==> config.mk <==
export PLATFORM = sky130hd
export DESIGN_NAME = rx_bit_unstuff
export DESIGN_NICKNAME = d
export VERILOG_FILES = /design/src/rtl/rx_bit_unstuff_pkg.sv /design/src/rtl/rx_stuff_counter.sv /design/src/rtl/rx_bit_unstuff.sv
export SDC_FILE = /design/constraint.sdc
export NUM_CORES = 1
export LEC_CHECK = 0
export ABC_AREA = 0
export CORE_UTILIZATION = 51
export CTS_CLUSTER_SIZE = 25
export DETAILED_ROUTE_END_ITERATION = 16
export PLACE_DENSITY = 0.75
export SYNTH_ARGS = -nofsm -noshare
export SYNTH_HDL_FRONTEND = slang
export SYNTH_HIERARCHICAL = 1
export SYNTH_SLANG_ARGS = --single-unit
==> constraint.sdc <==
create_clock -name gclk -period 1.85 [get_ports gclk]
set_input_delay 0.4625 -clock gclk [delete_from_list [all_inputs] [get_ports gclk]]
set_output_delay 0.4625 -clock gclk [all_outputs]
set_load 0.01 [all_outputs]
==> src/rtl/rx_bit_unstuff_pkg.sv <==
// Shared USB receive/transmit constants: FSM encoding, SYNC pattern, stuffing defaults.
// Imported by the bit unstuffer and its ones counter.
package rx_bit_unstuff_pkg;

    localparam logic [1:0] ST_IDLE      = 2'd0;
    localparam logic [1:0] ST_SYNC_HUNT = 2'd1;
    localparam logic [1:0] ST_RECEIVE   = 2'd2;
    localparam logic [1:0] ST_ERROR     = 2'd3;

    // bit 0 is the first-received bit: seven 0s followed by a 1
    localparam logic [7:0] SYNC_PATTERN = 8'b1000_0000;

    localparam int STUFF_LIMIT_DEF  = 6;
    localparam int SYNC_TIMEOUT_DEF = 16;

    function automatic logic pid_ok(input logic [7:0] b);
        return b[3:0] == ~b[7:4];
    endfunction

endpackage

==> src/rtl/rx_stuff_counter.sv <==
// Consecutive-ones counter with stuff-position detect; shared with the transmit bit-stuffer.
// Flags are combinational from the current count and bit; the count updates on gclk.
// No backpressure: one bit per qualified cycle.
module rx_stuff_counter
    import rx_bit_unstuff_pkg::*;
#(
    parameter int STUFF_LIMIT = STUFF_LIMIT_DEF
) (
    input  logic gclk,
    input  logic reset_l,
    input  logic bit_vld,
    input  logic bit_in,
    input  logic load_one,
    output logic stuff_drop,
    output logic stuff_viol
);

    localparam int CW = $clog2(STUFF_LIMIT + 1);

    logic [CW-1:0] ones_q, ones_d;
    logic          stuff_pos;

    assign stuff_pos  = (ones_q == CW'(STUFF_LIMIT));
    assign stuff_drop = bit_vld & stuff_pos & ~bit_in;
    assign stuff_viol = bit_vld & stuff_pos &  bit_in;

    always_comb begin
        ones_d = ones_q;
        if (load_one) begin
            ones_d = CW'(1);
        end else if (bit_vld) begin
            if (stuff_pos || !bit_in)
                ones_d = '0;
            else
                ones_d = ones_q + CW'(1);
        end
    end

    always_ff @(posedge gclk or negedge reset_l) begin
        if (!reset_l)
            ones_q <= '0;
        else
            ones_q <= ones_d;
    end

endmodule

==> src/rtl/rx_bit_unstuff.sv <==
// USB RX bit unstuffer: SYNC hunt, stuffed-zero removal, LSB-first byte assembly.
// All outputs registered; byte strobe one cycle after its 8th data bit. Optional PID check: RX_PID_CHECK_EN.
// No backpressure: consumes one bit per gclk while rx_data_valid is high.
module rx_bit_unstuff
    import rx_bit_unstuff_pkg::*;
#(
    parameter int SYNC_TIMEOUT = SYNC_TIMEOUT_DEF,
    parameter int STUFF_LIMIT  = STUFF_LIMIT_DEF
) (
    input  logic       gclk,
    input  logic       reset_l,
    input  logic       rx_data_in,
    input  logic       rx_data_valid,
    output logic [7:0] rx_byte,
    output logic       rx_byte_valid,
    output logic       rx_active,
    output logic       rx_eop,
    output logic       stuff_err,
    output logic       sync_err,
`ifdef RX_PID_CHECK_EN
    output logic [3:0] rx_pid,
    output logic       pid_err,
`endif
    output logic       align_err
);

    localparam int HW = $clog2(SYNC_TIMEOUT + 1);

    logic [1:0]    state_q, state_d;
    logic [6:0]    sync_hist_q, sync_hist_d;
    logic [HW-1:0] hunt_q, hunt_d;
    logic [2:0]    bit_cnt_q, bit_cnt_d;
    logic [7:0]    shift_q, shift_d;
    logic [7:0]    rx_byte_q, rx_byte_d;
    logic          byte_vld_q, byte_vld_d;
    logic          active_q, active_d;
    logic          eop_q, eop_d;
    logic          stuff_err_q, stuff_err_d;
    logic          sync_err_q, sync_err_d;
    logic          align_err_q, align_err_d;

    logic [7:0]    sync_win;
    logic [7:0]    byte_next;
    logic [HW-1:0] hunt_inc;
    logic          sync_hit;
    logic          rcv_bit;
    logic          stuff_drop, stuff_viol;

    assign rcv_bit  = (state_q == ST_RECEIVE) && rx_data_valid;
    assign sync_win = {rx_data_in, sync_hist_q};
    assign hunt_inc = hunt_q + HW'(1);

    rx_stuff_counter #(.STUFF_LIMIT(STUFF_LIMIT)) u_stuff (
        .gclk       (gclk),
        .reset_l    (reset_l),
        .bit_vld    (rcv_bit),
        .bit_in     (rx_data_in),
        .load_one   (sync_hit),
        .stuff_drop (stuff_drop),
        .stuff_viol (stuff_viol)
    );

    always_comb begin
        state_d     = state_q;
        sync_hist_d = sync_hist_q;
        hunt_d      = hunt_q;
        bit_cnt_d   = bit_cnt_q;
        shift_d     = shift_q;
        rx_byte_d   = rx_byte_q;
        byte_vld_d  = 1'b0;
        eop_d       = 1'b0;
        stuff_err_d = 1'b0;
        sync_err_d  = 1'b0;
        align_err_d = 1'b0;
        sync_hit    = 1'b0;
        byte_next   = shift_q;
        byte_next[bit_cnt_q] = rx_data_in;

        case (state_q)
            ST_IDLE: begin
                if (rx_data_valid) begin
                    // pre-fill history with idle 1s so SYNC needs 8 real bits
                    sync_hist_d = {rx_data_in, 6'h3F};
                    hunt_d      = HW'(1);
                    state_d     = ST_SYNC_HUNT;
                end
            end
            ST_SYNC_HUNT: begin
                if (!rx_data_valid) begin
                    state_d = ST_IDLE;
                end else begin
                    sync_hist_d = sync_win[7:1];
                    hunt_d      = hunt_inc;
                    if (sync_win == SYNC_PATTERN) begin
                        sync_hit  = 1'b1;
                        bit_cnt_d = 3'd0;
                        state_d   = ST_RECEIVE;
                    end else if (hunt_inc == HW'(SYNC_TIMEOUT)) begin
                        sync_err_d = 1'b1;
                        state_d    = ST_ERROR;
                    end
                end
            end
            ST_RECEIVE: begin
                if (!rx_data_valid) begin
                    eop_d       = 1'b1;
                    align_err_d = (bit_cnt_q != 3'd0);
                    state_d     = ST_IDLE;
                end else if (stuff_viol) begin
                    stuff_err_d = 1'b1;
                    state_d     = ST_ERROR;
                end else if (!stuff_drop) begin
                    shift_d   = byte_next;
                    bit_cnt_d = bit_cnt_q + 3'd1;
                    if (bit_cnt_q == 3'd7) begin
                        rx_byte_d  = byte_next;
                        byte_vld_d = 1'b1;
                    end
                end
            end
            default: begin
                if (!rx_data_valid)
                    state_d = ST_IDLE;
            end
        endcase

        active_d = (state_d == ST_RECEIVE);
    end

    always_ff @(posedge gclk or negedge reset_l) begin
        if (!reset_l) begin
            state_q     <= ST_IDLE;
            sync_hist_q <= '0;
            hunt_q      <= '0;
            bit_cnt_q   <= '0;
            shift_q     <= '0;
            rx_byte_q   <= '0;
            byte_vld_q  <= 1'b0;
            active_q    <= 1'b0;
            eop_q       <= 1'b0;
            stuff_err_q <= 1'b0;
            sync_err_q  <= 1'b0;
            align_err_q <= 1'b0;
        end else begin
            state_q     <= state_d;
            sync_hist_q <= sync_hist_d;
            hunt_q      <= hunt_d;
            bit_cnt_q   <= bit_cnt_d;
            shift_q     <= shift_d;
            rx_byte_q   <= rx_byte_d;
            byte_vld_q  <= byte_vld_d;
            active_q    <= active_d;
            eop_q       <= eop_d;
            stuff_err_q <= stuff_err_d;
            sync_err_q  <= sync_err_d;
            align_err_q <= align_err_d;
        end
    end

    assign rx_byte       = rx_byte_q;
    assign rx_byte_valid = byte_vld_q;
    assign rx_active     = active_q;
    assign rx_eop        = eop_q;
    assign stuff_err     = stuff_err_q;
    assign sync_err      = sync_err_q;
    assign align_err     = align_err_q;

`ifdef RX_PID_CHECK_EN
    logic       first_q, first_d;
    logic [3:0] rx_pid_q, rx_pid_d;
    logic       pid_err_q, pid_err_d;

    always_comb begin
        first_d   = first_q;
        rx_pid_d  = rx_pid_q;
        pid_err_d = 1'b0;
        if (sync_hit)
            first_d = 1'b1;
        else if (byte_vld_d) begin
            first_d = 1'b0;
            if (first_q) begin
                if (pid_ok(rx_byte_d))
                    rx_pid_d = rx_byte_d[3:0];
                else
                    pid_err_d = 1'b1;
            end
        end
    end

    always_ff @(posedge gclk or negedge reset_l) begin
        if (!reset_l) begin
            first_q   <= 1'b0;
            rx_pid_q  <= '0;
            pid_err_q <= 1'b0;
        end else begin
            first_q   <= first_d;
            rx_pid_q  <= rx_pid_d;
            pid_err_q <= pid_err_d;
        end
    end

    assign rx_pid  = rx_pid_q;
    assign pid_err = pid_err_q;
`endif

endmodule

Word level (Yosys, flattened, before mapping)

Cells that the tools add are included.

Flip-flop bits (word level): 42
Bits of input ports: 4
Output and inout bits: 14
Logic and storage cells: 95

Add/subtract/negate cells: 3
Magnitude comparators: 2
Equality and inequality tests: 13
Muxes and demuxes: 45
Bitwise gates (word level): 6
Reduce and logical (&&, ||, !) cells: 13

Operators with widths:

| kind                | number |
|---|---|
| $mux 3              | 8 |
| $mux 1              | 20 |
| $mux 2              | 7 |
| $mux 7              | 2 |
| $pmux 7 s2          | 1 |
| $ne 2x2->1 const B  | 6 |
| $mux 5              | 2 |
| $pmux 5 s2          | 1 |
| $bwmux 8            | 1 |
| $eq 8x8->1 const B  | 1 |
| $add 3x1->3 const B | 2 |
| $eq 3x3->1 const B  | 2 |
| $pmux 2 s3          | 1 |
| $pmux 3 s2          | 1 |
| $reduce_and 6->1    | 1 |
| $reduce_bool 2->1   | 3 |
| $add 5x1->5 const B | 1 |
| $eq 5x5->1 const B  | 1 |
| $reduce_and 5->1    | 1 |
| $eq 2x2->1 const B  | 2 |
| $lt 3x4->1 const B  | 1 |
| $reduce_and 4->1    | 1 |
| $and 1x1->1         | 3 |
| $demux 1 s3         | 1 |
| 9 further kinds     | 12 |

Depth between registers and ports, before layout

Gate-level depths: netlist of the first run.

Depth in word-level cells: 8
Gate-level depth with buffers: 8

Modules after synthesis

Netlist of the first run, hierarchy kept.

By module, submodules not included:

| module           | times used | cells each | area an instance (sq um) |
|---|---|---|---|
| rx_bit_unstuff   | 1          | 150        | 1811.7 |
| rx_stuff_counter | 1          | 20         | 183.9 |

Least setup slack after synthesis of the first run

Ideal clock, no wire load.

Path kind: input-to-reg
Start point: input rx_data_valid
End point: register rx_byte_q[0] (netlist: rx_byte[0])
Arrival: 1.827 ns
Setup slack: -0.102 ns
Cell stages on the path: 8
Path buffers: 1
Path through: nand3b_4 > inv_1 > nand2_2 > nor2_1 > or2_1 > buf_2 > nor3_4 > mux2_2

Word-level cells in the longest chain between the ends: 5

RTL lines:

| item                       | line                   | RTL |
|---|---|---|
| start: declaration         | rx_bit_unstuff.sv:13   | `input logic rx_data_valid,` |
| $logic_and 1x1->1          | rx_bit_unstuff.sv:49   | `assign rcv_bit = (state_q == ST_RECEIVE) && rx_data_valid;` |
| named net rcv_bit          | rx_bit_unstuff.sv:46   | `logic rcv_bit;` |
| $and 1x1->1 (2 in series)  | rx_stuff_counter.sv:25 | `assign stuff_viol = bit_vld & stuff_pos & bit_in;` |
| named net stuff_viol       | rx_bit_unstuff.sv:47   | `logic stuff_drop, stuff_viol;` |
| $not 1->1 (no line)        | n/a                    |  |
| $reduce_and 5->1 (no line) | n/a                    |  |
| end signal: assignment     | rx_bit_unstuff.sv:150  | `rx_byte_q <= rx_byte_d;` |
| end: declaration           | rx_bit_unstuff.sv:34   | `logic [7:0] rx_byte_q, rx_byte_d;` |

The timed path passes the listed nets, and every way through them passes these cells.
A chain may end at the register's enable or synchronous reset.

Final worst setup path of the first run

Start point: register u_stuff.ones_q[1]
End point: register shift_q[0]

Word-level cells in the longest chain between the ends: 5

RTL lines:

| item                       | line                   | RTL |
|---|---|---|
| start: declaration         | rx_stuff_counter.sv:20 | `logic [CW-1:0] ones_q, ones_d;` |
| start signal: assignment   | rx_stuff_counter.sv:43 | `ones_q <= ones_d;` |
| $eq 3x3->1                 | rx_stuff_counter.sv:23 | `assign stuff_pos = (ones_q == CW'(STUFF_LIMIT));` |
| $and 1x1->1 (2 in series)  | rx_stuff_counter.sv:25 |  |
| named net stuff_viol       | rx_bit_unstuff.sv:47   |  |
| $not 1->1 (no line)        | n/a                    |  |
| $reduce_and 4->1 (no line) | n/a                    |  |
| end signal: assignment     | rx_bit_unstuff.sv:149  | `shift_q <= shift_d;` |
| end: declaration           | rx_bit_unstuff.sv:33   | `logic [7:0] shift_q, shift_d;` |

The timed path passes the listed nets, and every way through them passes these cells.

==> metrics.csv, run 1 <==
metric,value,unit
crit share post-route,95.05,%
total grt overflow,0,
Setup crit end,shift_q[0],
Pre-antenna DRT Iters,4,
area share of the largest cell type after synthesis,52.66,%
fmax,568.7,MHz
met2 wire length,1785,um
Total GRT Usage,21.15,%
routed wire length,3656,um
number of CTS-inserted buffers,5,
die area,4167,sq um
vias after detailed routing,1430,
Synth cell types,45,
initial DRC count,89,
Final Hold Fails,0,
clk_skew,0.01065,ns
"Top FF cell, synth",dfrtp_1,
outcome,"finished, final reports clean",
Syn Area/Cell,11.74,sq um
Clock Tree Root,clkbuf_8,
crit path capture type,register,
top-count cell post-synth,dfrtp_1,
NetSw,0.3886,mW
max layer used,met4,
worst path required time,2.02,ns
sequential power share,54.7,%
first-pass GRT wire length,6610,um
Final Setup Violations,0,
maxcap violations,0,
share of layout cells above drive strength 1,29.44,%
vias in the first global route,1426,
asr flop ratio synth,100.0,%
Final WS setup,0.09163,ns
Skew-Pair Late Insertion Delay,0.30,ns
htree depth,2,
Yosys reg bits,42,
internal power,1.387,mW
Clk pwr share,39.4,%
CTS Buffer Depth,2,
Syn Nets,180,
Die Ht,64.56,um
DRC errors left,0,
Initial Util,53.70,%
maximum fanout along the worst path,6,
routed length on met3,155,um
RSZ-0062 raised after global routing,no,
initial antenna violation count,0,
Relative slew margins,78.49,%
# IOs,18,
pwr/cell area,700.3,nW/um^2
Max Slew Vio Count,0,
Final Wtd Congestion,0.7609,
largest net degree at the start of global routing,43,
worst-margin pin slew,0.3181,ns
# diodes,0,
layout net count,223,
"Reg clk slew, reported paths",0.08,ns
Reg-to-Reg End,shift_q[0],
ANT nets after route,0,
Post-Syn Area,1996,sq um
cells on worst reg2reg path,7,
CTS tree,yes,
crit path DAT,1.93,ns
Net Sw Frac,21.89,%
VDD IR max,0.0004710,V
P_leak,1.183,nW
worst hold path type,input port to asynchronous set/reset pin,
"area leader, netlist",dfrtp_1,
CTS Sinks,42,
Syn-to-layout area delta,27.02,%
number of synthesized flops with an enable pin,0,
drt via density,5.458,
"top cells by count, synth","dfrtp_1, mux2_2, nand2_1, o21ai_0, inv_1",
Pwr Total,1.775,mW
buffers added on ports,17,
Die X,64.56,um
Synth Instances,170,
fin crit period,1.758,ns
origin of the critical flop-to-flop path,u_stuff/ones_q[1],
WL per Instance,13.95,um
Detail Placement HPWL,2596,um
M1 WL,1636,um
CP Class,register to register,
row cnt,22,
combinational share of power,5.8,%
register area share after synthesis,52.66,%
Core ar.,3716,sq um
R2R Setup Slk,0.09,ns
CP Launch Point,u_stuff/ones_q[1],
startpoint types,register,
number of synthesis warnings,6,
synth top area cells,"dfrtp_1, mux2_2, ha_1, o22a_1, o21ai_0",
pre-CTS setup slack,-0.5309,ns
==> through the flow <==
step / TNS, ns / hold slack (ns) / area (sq um) / util [%] / std cells
floorplan: -0.3484 / 0.1669 / 2011 / - / 170
global placement: -7.938 / 0.4471 / 2396 / 64.48 / 252
detailed placement: -9.097 / 0.4529 / 2396 / 64.48 / 252
CTS: 0 / 0.1190 / 2527 / 68.01 / 261
global route: 0 / 0.1331 / 2535 / 68.22 / 262
finish: 0 / 0.1250 / 2535 / 68.22 / 262
==> registers in the layout, indices dropped and copies added (netlist names) <==
signal	count
sync_err	1
rx_byte	8
state_q	2
hunt_q	5
rx_active	1
align_err	1
u_stuff/ones_q	3
sync_hist_q	7
rx_byte_valid	1
shift_q	8
rx_eop	1
bit_cnt_q	3
stuff_err	1
==> final cells by class <==
cell class	instances	area [sq um]
clock buffers	5	68.82
clock inverters	3	40.04
fillers	281	1181
inverters	8	30.03
multi-input cells	112	894.6
flip-flops and latches	42	1051
well taps	48	60.06
repair buffers	44	390.4
==> power by group through the flow <==
stage / logic (mW) / clock network, mW / registers, mW
2_1_floorplan: 0.0536 / 0 / 0.983
3_3_place_gp: 0.101 / 0 / 0.986
3_5_place_dp: 0.106 / 0 / 0.988
4_1_cts: 0.106 / 0.730 / 0.971
5_1_grt: 0.116 / 0.763 / 0.976
6_report: 0.103 / 0.700 / 0.972
==> layer usage <==
metal / GRT usage [%] / vias up
met1: 27.59 / 697
met4: 8.889 / 0
li1: - / 694
met3: 5.986 / 8
met2: 33.03 / 31
met5: 0 / -
==> critical path, cell delays in order (launching register included) <==
cell     delay (ns)
dfrtp_1        0.39
ha_2           0.19
nand2_2        0.10
nor2_2         0.06
or2_4          0.27
nor2_2         0.12
buf_4          0.17
mux2_2         0.34
==> cells by family (layout without fill, tap and decap cells) <==
logic type	count (synthesis)	count (layout)	synth area share (%)
AO/OA/AOI/OAI	30	30	10.41
XOR/XNOR	2	2	0.8779
multiplexers	22	22	12.16
adder cells (fa/ha/maj)	6	6	3.762
flip-flops	42	42	52.66
AND/OR/NAND/NOR	52	52	16.93
buffers and inverters	16	60	3.197
==> how the worst min path moves through the flow <==
stage	endpoint	slack, ns	startpoint	depth (start not counted)
after global placement	stuff_err	0.45	reset_l	2
after floorplan	align_err	0.17	reset_l	0
after global routing	align_err	0.13	reset_l	2
after detailed placement	u_stuff/ones_q[1]	0.45	reset_l	2
final	align_err	0.13	reset_l	2
after CTS	sync_hist_q[4]	0.12	reset_l	2
==> placed cells by master, fill, tap and decap left out, types with 3 or more instances in the layout <==
master	n
clkbuf_8	5
dfrtp_1	42
nand2_1	9
ha_1	5
mux2_2	17
nand3b_1	4
clkdlybuf4s50_1	14
a21oi_1	3
mux2i_1	4
nand3_1	4
buf_4	25
o21ai_0	10
inv_1	7
o22a_1	6
nor3_1	3
nor2_1	3
nor3b_1	6
==> what timing repair did <==
action | in CTS | in global routing
setup buffers | 1 | 1
setup endpoints to repair | 15 | 12
hold buffers | 0 | 0
gates resized for setup | 4 | 0
pin swaps | 1 | 1
cloned | 0 | 0
Power figures use the tool's default switching activity.
==> inputs of run 2 (changes only) <==
Settings changed: PLACE_DENSITY 0.75 to 0.74, SYNTH_HIERARCHICAL 1 to default.
==> run 2 against run 1 <==
  * Utilization decreased by 6.6 points
  * Cell count increased by 1.1%
  * Register-to-register slack improved by 0.10 ns
  * Global-route usage increased by 1.6 points
  * Worst hold slack improved by 0.10 ns
  * Clock power decreased by 14%
  * Critical endpoint is now rx_byte[6]
==> metrics.csv, run 2 <==
metric,value,unit,change
post-layout util,61.59,%,-6.6 points
die area,4408,sq um,+5.8%
top-count cell post-synth,dfrtp_1,,
CP Buf/Inv Count,1,,unchanged
Synth cell types,45,,unchanged
worst-path cell chain,clkdlybuf4s50_1,,
first-pass GRT wire length,7251,um,+9.7%
Yosys reg bits,42,,unchanged
"Reg clk slew, reported paths",0.08,ns,about the same
Post-CTS Setup Bufs,0,,-1
Skew-Pair Late Insertion Delay,0.29,ns,about the same
CTS Hold Buffers Added,0,,unchanged
crit path capture type,primary output,,
Pre-antenna DRT Iters,4,,unchanged
Clock Tree Root,clkbuf_8,,
Top delay family on crit path,buffers and inverters,,
Syn Nets,198,,+10%
CTS Sinks,42,,unchanged
number of CTS-inserted buffers,5,,unchanged
initial antenna violation count,0,,unchanged
Synth Instances,188,,+11%
worst hold path type,input port to asynchronous set/reset pin,,
CTS Buffer Depth,2,,unchanged
Worst path slowest cell,clkdlybuf4s50_1,,
area share of the largest cell type after synthesis,49.70,%,-3.0 points
P_leak,1.092,nW,-7.7%
asr flop ratio synth,100.0,%,unchanged
share of layout cells above drive strength 1,22.79,%,-6.6 points
number of synthesized flops with an enable pin,0,,unchanged
buffers added on ports,17,,unchanged
vias after detailed routing,1543,,+7.9%
Final Setup Violations,0,,unchanged
synth top area cells,"dfrtp_1, mux2_2, ha_1, o21ai_0, o22a_2",,
Die X,66.39,um,+2.8%
Post-Syn Area,2115,sq um,+6.0%
Syn Area/Cell,11.25,sq um,-4.2%
clk_skew,0.004856,ns,-0.005797 ns
number of synthesis warnings,0,,-6
total grt overflow,0,,unchanged
pwr/cell area,718.7,nW/um^2,+2.6%
Initial Util,52.86,%,-0.84 points
startpoint types,register,,
Relative slew margins,65.70,%,-13 points
drt via density,5.823,,+6.7%
Syn-to-layout area delta,16.51,%,
"top cells by count, synth","dfrtp_1, o21ai_0, nand2_1",,
crit share post-route,89.45,%,-5.6 points
htree depth,2,,unchanged
fin crit period,1.655,ns,-0.1036 ns
initial DRC count,111,,+25%
fmax,604.3,MHz,+6.3%
CTS resizes,0,,-4
VDD IR max,0.0004693,V,-0.35%
routed wire length,4292,um,+17%
Multi-input gate area,947.2,sq um,+5.9%
CP peak stage delay,0.55,ns,+0.16 ns
DRC errors left,0,,unchanged
"Top FF cell, synth",dfrtp_1,,
Max Slew Vio Count,0,,unchanged
# diodes,0,,unchanged
"area leader, netlist",dfrtp_1,,
Core ar.,4000,sq um,+7.6%
Detail Placement HPWL,3032,um,+17%
crit path DAT,1.19,ns,-0.74 ns
maxcap violations,0,,unchanged
worst path required time,1.39,ns,-0.63 ns
RSZ-0062 raised after global routing,no,,
outcome,"finished, final reports clean",,
# fillers,326,,+16%
hold slack,0.2275,ns,+0.1025 ns
Final Wtd Congestion,0.7935,,+4.3%
row cnt,23,,+4.5%
layout net count,224,,+0.45%
worst-margin pin slew,0.5146,ns,+0.1965 ns
most frequent cells in the layout,"dfrtp_1, buf_4, clkdlybuf4s50_1",,
CP Class,register to primary output,,
CTS tree,yes,,
vias in the first global route,1525,,+6.9%
register area share after synthesis,49.70,%,-3.0 points
Final Hold Fails,0,,unchanged
"commonest non-fill, non-tap cell in the layout",dfrtp_1,,
largest net degree at the start of global routing,43,,unchanged
Die Ht,66.39,um,+2.8%
Total GRT Usage,22.71,%,+1.6 points
maximum fanout along the worst path,2,,-4
# IOs,18,,unchanged
WL per Instance,16.20,um,+16%
ANT nets after route,0,,unchanged
sequential cell area,1051,sq um,unchanged
run 2: cell count changes after synthesis, moves of 3 or more:
cell	delta
buf_6	+4
a21oi_1	+5
o22a_2	+6
buf_2	+3
o21ai_0	+3
mux2_4	+3
inv_1	-4
nand2b_1	+3
o22a_1	-6
mux2_2	-10
a31oi_1	+7
nand3_1	+4
run 2: area by class of cell:
cell class,instances,area share (%)
Clock buffer,6,3.352
Tap cell,50,2.539
Timing Repair Buffer,34,11.88
Clock inverter,2,0.5079
Multi-Input combinational cell,127,38.45
Sequential cell,42,42.66
Inverter,4,0.6094
run 2: worst paths after layout:
check	startpoint	end	slack (ns)	cells after the start
hold / removal	reset_l	hunt_q[2]	0.23	2
max in group asynchronous	reset_l	rx_byte[5]	1.27	2
setup reg to reg	u_stuff.ones_q[0]	u_stuff.ones_q[0]	0.20	5
min in group gclk	shift_q[1]	shift_q[1]	0.52	1
setup / recovery	rx_byte[6]	rx_byte[6]	0.20	1
hold reg to reg	shift_q[1]	shift_q[1]	0.52	1
run 2: power by group:
part           switching [mW]  total (mW)  internal (mW)
combinational          0.0760       0.152         0.0755
clock                   0.306       0.605          0.300
sequential             0.0551        1.01          0.959
run 2: cell families after synthesis:
group / after synthesis / synth area share, %
compound gates: 42 / 13.02
xor+xnor: 1 / 0.4143
simple gates: 62 / 19.05
mux: 16 / 8.758
fa+ha+maj: 6 / 3.550
buf+inv: 19 / 5.502
flops: 42 / 49.70
run 2: metrics by stage:
| step | setup TNS [ns] | instances | power [mW] | instance area (sq um) | setup slack (ns) |
|---|---|---|---|---|---|
| 2_1_floorplan | 0 | 188 | 1.123 | 2115 | 0.3094 |
| 3_3_place_gp | -0.09930 | 257 | 1.169 | 2369 | -0.02872 |
| 3_5_place_dp | -0.3128 | 257 | 1.185 | 2369 | -0.04992 |
| 4_1_cts | 0 | 265 | 1.791 | 2464 | 0.1869 |
| 5_1_grt | 0 | 265 | 1.870 | 2464 | 0.08805 |
| 6_report | 0 | 265 | 1.771 | 2464 | 0.1952 |
run 2: routing by layer:
layer  global-route usage [%]  wire (um)  up-vias
met3                    5.690        197        5
met4                    8.777         53        0
li1                         -          -      739
met1                    30.02       2013      760
met2                    35.71       2028       39
met5                        0          0        -
==> inputs of run 3 (changes only) <==
Settings changed: TNS_END_PERCENT from default to 10.
==> results of run 3 <==
Same layout as run 2: the final DEF is identical, and so are final timing and power.
